$ cat config.mk
export PLATFORM = sky130hd
export DESIGN_NAME = prog_sequencer
export DESIGN_NICKNAME = d
export VERILOG_FILES = /design/src/rtl/prog_sequencer.sv
export SDC_FILE = /design/constraint.sdc
export NUM_CORES = 1
export LEC_CHECK = 0
export BUFFER_PORTS_ARGS = -buffer_cell sky130_fd_sc_hd__buf_2
export CAP_MARGIN = 20
export CELL_PAD_IN_SITES_DETAIL_PLACEMENT = 1
export CELL_PAD_IN_SITES_GLOBAL_PLACEMENT = 1
export CORE_MARGIN = 8
export CORE_UTILIZATION = 30
export DETAILED_ROUTE_END_ITERATION = 16
export PLACE_DENSITY_LB_ADDON = 0.1
export SYNTH_ARGS = -nofsm -noshare
export SYNTH_HDL_FRONTEND = slang
export SYNTH_SLANG_ARGS = --single-unit
$ cat constraint.sdc
create_clock -name Clk -period 2.3 [get_ports Clk]
set_input_delay 0.46 -clock Clk [delete_from_list [all_inputs] [get_ports Clk]]
set_output_delay 0.46 -clock Clk [all_outputs]
set_load 0.01 [all_outputs]
$ cat src/rtl/prog_sequencer.sv
// Launch controller for the fetch unit: steps through up to three programs,
// jumps the PC to each program's base, forwards branches while running and times runs out.
module prog_sequencer #(
   parameter int              NUM_PROGS  = 3,
   parameter int              PW         = 10,
   parameter int              CW         = 16,
   parameter logic [PW-1:0]   PROG0_BASE = 10'd0,
   parameter logic [PW-1:0]   PROG1_BASE = 10'd256,
   parameter logic [PW-1:0]   PROG2_BASE = 10'd512,
   parameter logic [CW-1:0]   MAX_CYCLES = 16'hFFFF
) (
   input  logic           Clk,
   input  logic           Reset,
   input  logic           Go,
   input  logic           Halt,
   input  logic           BrTaken,
   input  logic           BrRel,
   input  logic [PW-1:0]  BrTarget,
   output logic           Start,
   output logic           Jump,
   output logic           BranchAbsOrRel,
   output logic [PW-1:0]  Target,
   output logic           Busy,
   output logic           Done,
   output logic           Timeout,
   output logic           AllDone,
   output logic [1:0]     ProgNum,
   output logic [CW-1:0]  CycleCnt
);

   localparam logic [1:0] S_IDLE = 2'd0;
   localparam logic [1:0] S_LOAD = 2'd1;
   localparam logic [1:0] S_RUN  = 2'd2;
   localparam logic [1:0] S_DONE = 2'd3;

   localparam logic [1:0]    LAST_PROG = 2'(NUM_PROGS);
   localparam logic [CW-1:0] CNT_LIMIT = MAX_CYCLES - CW'(1);
   localparam logic [CW-1:0] CNT_SAT   = {CW{1'b1}};

   logic [1:0]    state_q, state_d;
   logic [1:0]    prog_num_q, prog_num_d;
   logic [CW-1:0] cycle_cnt_q, cycle_cnt_d;
   logic          timeout_q, timeout_d;

   function automatic logic [PW-1:0] base_of(input logic [1:0] idx);
      case (idx)
         2'd0:    base_of = PROG0_BASE;
         2'd1:    base_of = PROG1_BASE;
         2'd2:    base_of = PROG2_BASE;
         default: base_of = {PW{1'b0}};
      endcase
   endfunction

   // Next-state, program index, run-cycle counter and timeout flag.
   always_comb begin
      state_d     = state_q;
      prog_num_d  = prog_num_q;
      cycle_cnt_d = cycle_cnt_q;
      timeout_d   = timeout_q;
      case (state_q)
         S_IDLE: begin
            if (Go && (prog_num_q < LAST_PROG)) begin
               state_d = S_LOAD;
            end else begin
               state_d = S_IDLE;
            end
         end
         S_LOAD: begin
            state_d     = S_RUN;
            cycle_cnt_d = {CW{1'b0}};
            timeout_d   = 1'b0;
         end
         S_RUN: begin
            if (cycle_cnt_q != CNT_SAT) begin
               cycle_cnt_d = cycle_cnt_q + CW'(1);
            end else begin
               cycle_cnt_d = cycle_cnt_q;
            end
            // Halt wins over the limit so a program ending on its last allowed cycle is not a timeout.
            if (Halt) begin
               state_d   = S_DONE;
               timeout_d = 1'b0;
            end else if (cycle_cnt_q == CNT_LIMIT) begin
               state_d   = S_DONE;
               timeout_d = 1'b1;
            end else begin
               state_d   = S_RUN;
            end
         end
         S_DONE: begin
            state_d = S_IDLE;
            if (prog_num_q != LAST_PROG) begin
               prog_num_d = prog_num_q + 2'd1;
            end else begin
               prog_num_d = prog_num_q;
            end
         end
         default: begin
            state_d = S_IDLE;
         end
      endcase
   end

   // State registers with asynchronous reset.
   always_ff @(posedge Clk or posedge Reset) begin
      if (Reset) begin
         state_q     <= S_IDLE;
         prog_num_q  <= 2'd0;
         cycle_cnt_q <= {CW{1'b0}};
         timeout_q   <= 1'b0;
      end else begin
         state_q     <= state_d;
         prog_num_q  <= prog_num_d;
         cycle_cnt_q <= cycle_cnt_d;
         timeout_q   <= timeout_d;
      end
   end

   // Fetch-unit controls decoded from state; RUN passes branches straight through.
   always_comb begin
      Start          = 1'b1;
      Jump           = 1'b0;
      BranchAbsOrRel = 1'b0;
      Target         = {PW{1'b0}};
      Busy           = 1'b0;
      Done           = 1'b0;
      case (state_q)
         S_IDLE: begin
            Start = 1'b1;
         end
         S_LOAD: begin
            Start  = 1'b0;
            Jump   = 1'b1;
            Target = base_of(prog_num_q);
            Busy   = 1'b1;
         end
         S_RUN: begin
            Start          = 1'b0;
            Busy           = 1'b1;
            Jump           = BrTaken & ~Halt;
            BranchAbsOrRel = BrRel;
            Target         = BrTarget;
         end
         S_DONE: begin
            Done = 1'b1;
         end
         default: begin
            Start = 1'b1;
         end
      endcase
   end

   assign Timeout  = timeout_q;
   assign CycleCnt = cycle_cnt_q;
   assign ProgNum  = prog_num_q;
   assign AllDone  = (prog_num_q == LAST_PROG);

endmodule

==> impl_results.html <==
<table>
<tr><th>Metric</th><th>Value</th></tr>
<tr><th colspan="2">Outcome</th></tr>
<tr><td>Result of the run</td><td>complete, no violations</td></tr>
<tr><th colspan="2">Critical path</th></tr>
<tr><td>Critical Path Source Type</td><td>flip-flop</td></tr>
<tr><td>Worst reg2reg startpoint</td><td>CycleCnt[9]</td></tr>
<tr><td>Cell chain of the critical path</td><td>inv_1 -&gt; ha_1 -&gt; buf_4 -&gt; a22oi_1 -&gt; nor2_1 -&gt; buf_2</td></tr>
<tr><td>Critical path type</td><td>flip-flop to primary output</td></tr>
<tr><td>Reg2reg path depth</td><td>4</td></tr>
<tr><td>Flop2flop setup slack</td><td>340 ps</td></tr>
<tr><td>Req. time, crit path</td><td>around 1800 ps</td></tr>
<tr><td>Kind of end point of the critical path</td><td>primary output</td></tr>
<tr><td>Start point of the critical path</td><td>state_q[0]</td></tr>
<tr><td>Terminus of the critical flop-to-flop path</td><td>state_q[0]</td></tr>
<tr><td>Highest cell delay on the worst timing path</td><td>approximately 410 ps</td></tr>
<tr><td>Maximum net fanout on the critical path</td><td>23</td></tr>
<tr><td>Critical-path cell with the highest stage delay</td><td>sky130_fd_sc_hd__dfrtp_1</td></tr>
<tr><td>WP data arrival</td><td>1520 ps</td></tr>
<tr><th colspan="2">STA</th></tr>
<tr><td>Final-layout setup total negative slack</td><td>0 ps</td></tr>
<tr><td>Final number of setup-violating endpoints</td><td>0</td></tr>
<tr><td>Slew of the pin with the lowest slew margin</td><td>~540 ps</td></tr>
<tr><td>Final Hold Violating Endpoints</td><td>0</td></tr>
<tr><td>Clock Skews</td><td>approximately 3.4 ps</td></tr>
<tr><td>Shortest period the worst path allows</td><td>between 1500 and 2000 ps</td></tr>
<tr><td>Highest attainable clock frequency</td><td>504 MHz</td></tr>
<tr><td>Final number of max-transition violations</td><td>0</td></tr>
<tr><td>Worst relative slew slack</td><td>64.0%</td></tr>
<tr><td>Part of the cycle the worst path needs</td><td>about 86%</td></tr>
<tr><td>Setup repair after global routing missed its margin</td><td>false</td></tr>
<tr><th colspan="2">Route</th></tr>
<tr><td>Routed Antenna Nets</td><td>0</td></tr>
<tr><td>Highest routed layer</td><td>met4</td></tr>
<tr><td>Routed met1 length</td><td>1870 um</td></tr>
<tr><td>Vias</td><td>~1,300</td></tr>
<tr><td>Length of the first detailed-routing pass in iterations</td><td>4</td></tr>
<tr><td>Detailed router's first-iteration violation count</td><td>40</td></tr>
<tr><td>Wire length after detailed routing</td><td>4050 um</td></tr>
<tr><td>DRC violations left</td><td>0</td></tr>
<tr><td>Met3 wire length</td><td>154 um</td></tr>
<tr><td>Average wire length per cell after detail routing</td><td>approximately 16 um</td></tr>
<tr><td>Vias per std cell</td><td>5.13</td></tr>
<tr><td>Met2 wirelength from detailed routing</td><td>about 2000 um</td></tr>
<tr><th colspan="2">Clock network</th></tr>
<tr><td>Post-CTS sizing</td><td>0</td></tr>
<tr><td>Hold buffer count at cts</td><td>0</td></tr>
<tr><td>Root Driver</td><td>sky130_fd_sc_hd__clkbuf_8</td></tr>
<tr><td>TritonCTS clock tree</td><td>done</td></tr>
<tr><td>Maximum level of the CTS H-tree</td><td>1</td></tr>
<tr><td>Maximum number of buffers from clock root to sink</td><td>2</td></tr>
<tr><td>Clock-pin transition on the worst setup and hold timing paths</td><td>80 ps</td></tr>
<tr><td>Clock latency reported for the late side of the worst-skew pair</td><td>260 ps</td></tr>
<tr><td>Number of buffers added by the clock tree synthesis step</td><td>3</td></tr>
<tr><td>Post-CTS setup repair buffer count</td><td>0</td></tr>
<tr><td>Number of clock sinks</td><td>21</td></tr>
<tr><th colspan="2">GRT</th></tr>
<tr><td>Global-route wire length before repair</td><td>about 6600 um</td></tr>
<tr><td>Via count of the first global-routing pass</td><td>about 1,300</td></tr>
<tr><td>Pin count of the biggest net entering global routing</td><td>24</td></tr>
<tr><td>Total global routing track utilization</td><td>12.4%</td></tr>
<tr><td>Antenna violations before repair</td><td>0</td></tr>
<tr><td>Total congestion overflow</td><td>0</td></tr>
<tr><th colspan="2">Yosys</th></tr>
<tr><td>Proportion of synthesized chip area in sequential cells</td><td>39.6%</td></tr>
<tr><td>Number of flip-flops and latches in the synthesized netlist</td><td>21</td></tr>
<tr><td>Net count of the mapped netlist</td><td>167</td></tr>
<tr><td>Synth Area per Inst</td><td>approximately 9.3 um2</td></tr>
<tr><td>Distinct cell type count after synthesis</td><td>37</td></tr>
<tr><td>Post-Synthesis Cell Area</td><td>1330 um2</td></tr>
<tr><td>Number of synthesis warnings</td><td>0</td></tr>
<tr><td>Number of instances in the synthesized netlist</td><td>142</td></tr>
<tr><th colspan="2">Floorplanning</th></tr>
<tr><td>Std cell rows</td><td>24</td></tr>
<tr><td>Die width</td><td>82.5 um</td></tr>
<tr><td>Overall die area</td><td>6800 um2</td></tr>
<tr><td>Initial cell density of the core</td><td>30.9%</td></tr>
<tr><td># IOs</td><td>51</td></tr>
<tr><td>Core area</td><td>4290 um2</td></tr>
<tr><td>Die Height</td><td>82.5 um</td></tr>
<tr><th colspan="2">Pwr</th></tr>
<tr><td>Cell area power density</td><td>914 nW/um2</td></tr>
<tr><td>Maximum ir drop on the vdd rail</td><td>0.489 mV</td></tr>
<tr><td>Overall power consumption</td><td>1.54 mW</td></tr>
<tr><td>Cell leakage power</td><td>0.861 nW</td></tr>
<tr><th colspan="2">Finish</th></tr>
<tr><td>Fraction of layout cells with a size suffix above 1</td><td>32.5%</td></tr>
<tr><td>Number of nets in the finished design</td><td>220</td></tr>
<tr><td>Growth of design area from synthesis to finish</td><td>27.2%</td></tr>
<tr><td>Ant. Diodes</td><td>0</td></tr>
<tr><th colspan="2">Worst hold path</th></tr>
<tr><td>Type of the worst min-delay path</td><td>input port to async pin</td></tr>
<tr><th colspan="2">Placement</th></tr>
<tr><td>IO buf count</td><td>50</td></tr>
<tr><td>Half-perimeter wire length of the detailed placement result</td><td>3200 um</td></tr>
<tr><td>Final weighted congestion in routability-driven placement</td><td>0.741</td></tr>
<tr><th colspan="2">Flow run</th></tr>
<tr><td>Max capacitance violation total</td><td>0</td></tr>
</table>
[worst max-delay path by stage]
| stage | to | cells past startpoint |
|---|---|---|
| finish | Target[8] | 6 |
| global route | state_q[0] | 4 |
| CTS | Target[8] | 6 |
| detailed placement | CycleCnt[5] | 4 |
| global placement | CycleCnt[3] | 4 |
| floorplan | Target[0] | 5 |
[state kept, by name, summed over array words and instances, names as in the netlist]
name / flops
ProgNum: 2
state_q: 2
CycleCnt: 16
Timeout: 1
[cell families after synthesis]
group / share of synthesized area, %
compound gates: 12.9
flops: 39.6
fa+ha+maj: 8.49
buf+inv: 4.06
simple gates: 30.5
mux: 3.77
xor+xnor: 0.660
[layout by cell type, fill, tap and decap left out, types with 2 or more instances in the layout]
master,instances
sky130_fd_sc_hd__a22oi_1,4
sky130_fd_sc_hd__dfrtp_1,21
sky130_fd_sc_hd__nand4_1,3
sky130_fd_sc_hd__a31oi_1,2
sky130_fd_sc_hd__nor4_1,3
sky130_fd_sc_hd__and4_1,3
sky130_fd_sc_hd__nand3_2,2
sky130_fd_sc_hd__nand2b_1,3
sky130_fd_sc_hd__nand2_1,17
sky130_fd_sc_hd__nor2_1,7
sky130_fd_sc_hd__buf_2,50
sky130_fd_sc_hd__nand3_1,8
sky130_fd_sc_hd__o21ai_0,4
sky130_fd_sc_hd__mux2i_1,5
sky130_fd_sc_hd__or3_1,2
sky130_fd_sc_hd__buf_4,3
sky130_fd_sc_hd__o311ai_1,3
sky130_fd_sc_hd__and2_1,10
sky130_fd_sc_hd__a21oi_1,3
sky130_fd_sc_hd__o211ai_1,2
sky130_fd_sc_hd__nor4_2,2
sky130_fd_sc_hd__and3_1,2
sky130_fd_sc_hd__clkbuf_8,3
sky130_fd_sc_hd__inv_1,8
sky130_fd_sc_hd__ha_1,9
sky130_fd_sc_hd__o31ai_1,3
[cell usage after synthesis]
cell / number / share of area [%]
sky130_fd_sc_hd__nor2_1: 7 / 2.0
sky130_fd_sc_hd__a211oi_1: 1 / 0.57
sky130_fd_sc_hd__o41ai_1: 1 / 0.66
sky130_fd_sc_hd__nor2b_1: 1 / 0.47
sky130_fd_sc_hd__xnor2_1: 1 / 0.66
sky130_fd_sc_hd__o21ai_1: 1 / 0.38
sky130_fd_sc_hd__nand2_1: 17 / 4.8
sky130_fd_sc_hd__nand4_4: 1 / 1.6
sky130_fd_sc_hd__dfrtp_1: 21 / 40
sky130_fd_sc_hd__nand3_1: 8 / 3.0
sky130_fd_sc_hd__inv_1: 8 / 2.3
sky130_fd_sc_hd__o31ai_1: 3 / 1.7
sky130_fd_sc_hd__nor4_2: 2 / 1.9
sky130_fd_sc_hd__and2_1: 10 / 4.7
sky130_fd_sc_hd__mux2i_1: 5 / 3.8
sky130_fd_sc_hd__ha_1: 9 / 8.5
sky130_fd_sc_hd__or4_1: 1 / 0.57
sky130_fd_sc_hd__o311ai_1: 3 / 2.0
sky130_fd_sc_hd__nor3_1: 1 / 0.38
sky130_fd_sc_hd__or3_1: 2 / 0.94
sky130_fd_sc_hd__and3_1: 2 / 0.94
sky130_fd_sc_hd__o21ai_0: 4 / 1.5
sky130_fd_sc_hd__nand2b_1: 3 / 1.4
sky130_fd_sc_hd__a31oi_1: 2 / 0.94
sky130_fd_sc_hd__clkbuf_2: 1 / 0.38
sky130_fd_sc_hd__nor4_1: 3 / 1.4
sky130_fd_sc_hd__nand4_1: 3 / 1.4
sky130_fd_sc_hd__or4_4: 1 / 0.85
sky130_fd_sc_hd__and4_1: 3 / 2.0
sky130_fd_sc_hd__a22oi_1: 4 / 2.3
sky130_fd_sc_hd__nand3b_1: 1 / 0.57
sky130_fd_sc_hd__a21oi_1: 3 / 1.1
sky130_fd_sc_hd__o311ai_0: 1 / 0.66
sky130_fd_sc_hd__buf_4: 1 / 0.57
sky130_fd_sc_hd__clkbuf_1: 3 / 0.85
sky130_fd_sc_hd__nand3_2: 2 / 1.5
sky130_fd_sc_hd__o211ai_1: 2 / 1.1
[layer usage]
layer  vias up  global-route usage, %
met4         0                   2.59
met5         -                      0
met1       615                   15.9
li1        622                      -
met2        23                   21.2
met3         2                   2.27
[worst max-delay path, delay by kind of cell, from the launching register on]
| family | cells | cell delay (ps) |
|---|---|---|
| fa+ha+maj | 1 | 180 |
| buf+inv | 3 | 460 |
| simple gates | 1 | 100 |
| flops | 1 | 410 |
| compound gates | 1 | 120 |
[stage by stage]
stage               util, %  worst slack, ps  hold slack, ps  std cells  instance area (um2)
floorplan                 -              484             437        142                 1330
global placement       38.2              379             495        242                 1640
detailed placement     38.2              362             519        242                 1640
CTS                    39.3              289             232        246                 1690
global route           39.3              141             241        246                 1690
finish                 39.3              317             223        246                 1690
[final cells by class]
class	instances	area [um2]
Clock inverter	1	5.00
Timing Repair Buffer	53	273
Sequential cell	21	526
Fill cell	538	2610
Tap cell	52	65.1
Clock buffer	3	41.3
Multi-Input combinational cell	108	747
Inverter	8	30.0
[power by group]
| part | internal, mW | switching (mW) | total (mW) |
|---|---|---|---|
| registers | 0.438 | 0.0982 | 0.536 |
| logic | 0.310 | 0.442 | 0.751 |
| clock network | 0.121 | 0.133 | 0.253 |
(Power assumes the default switching activity.)
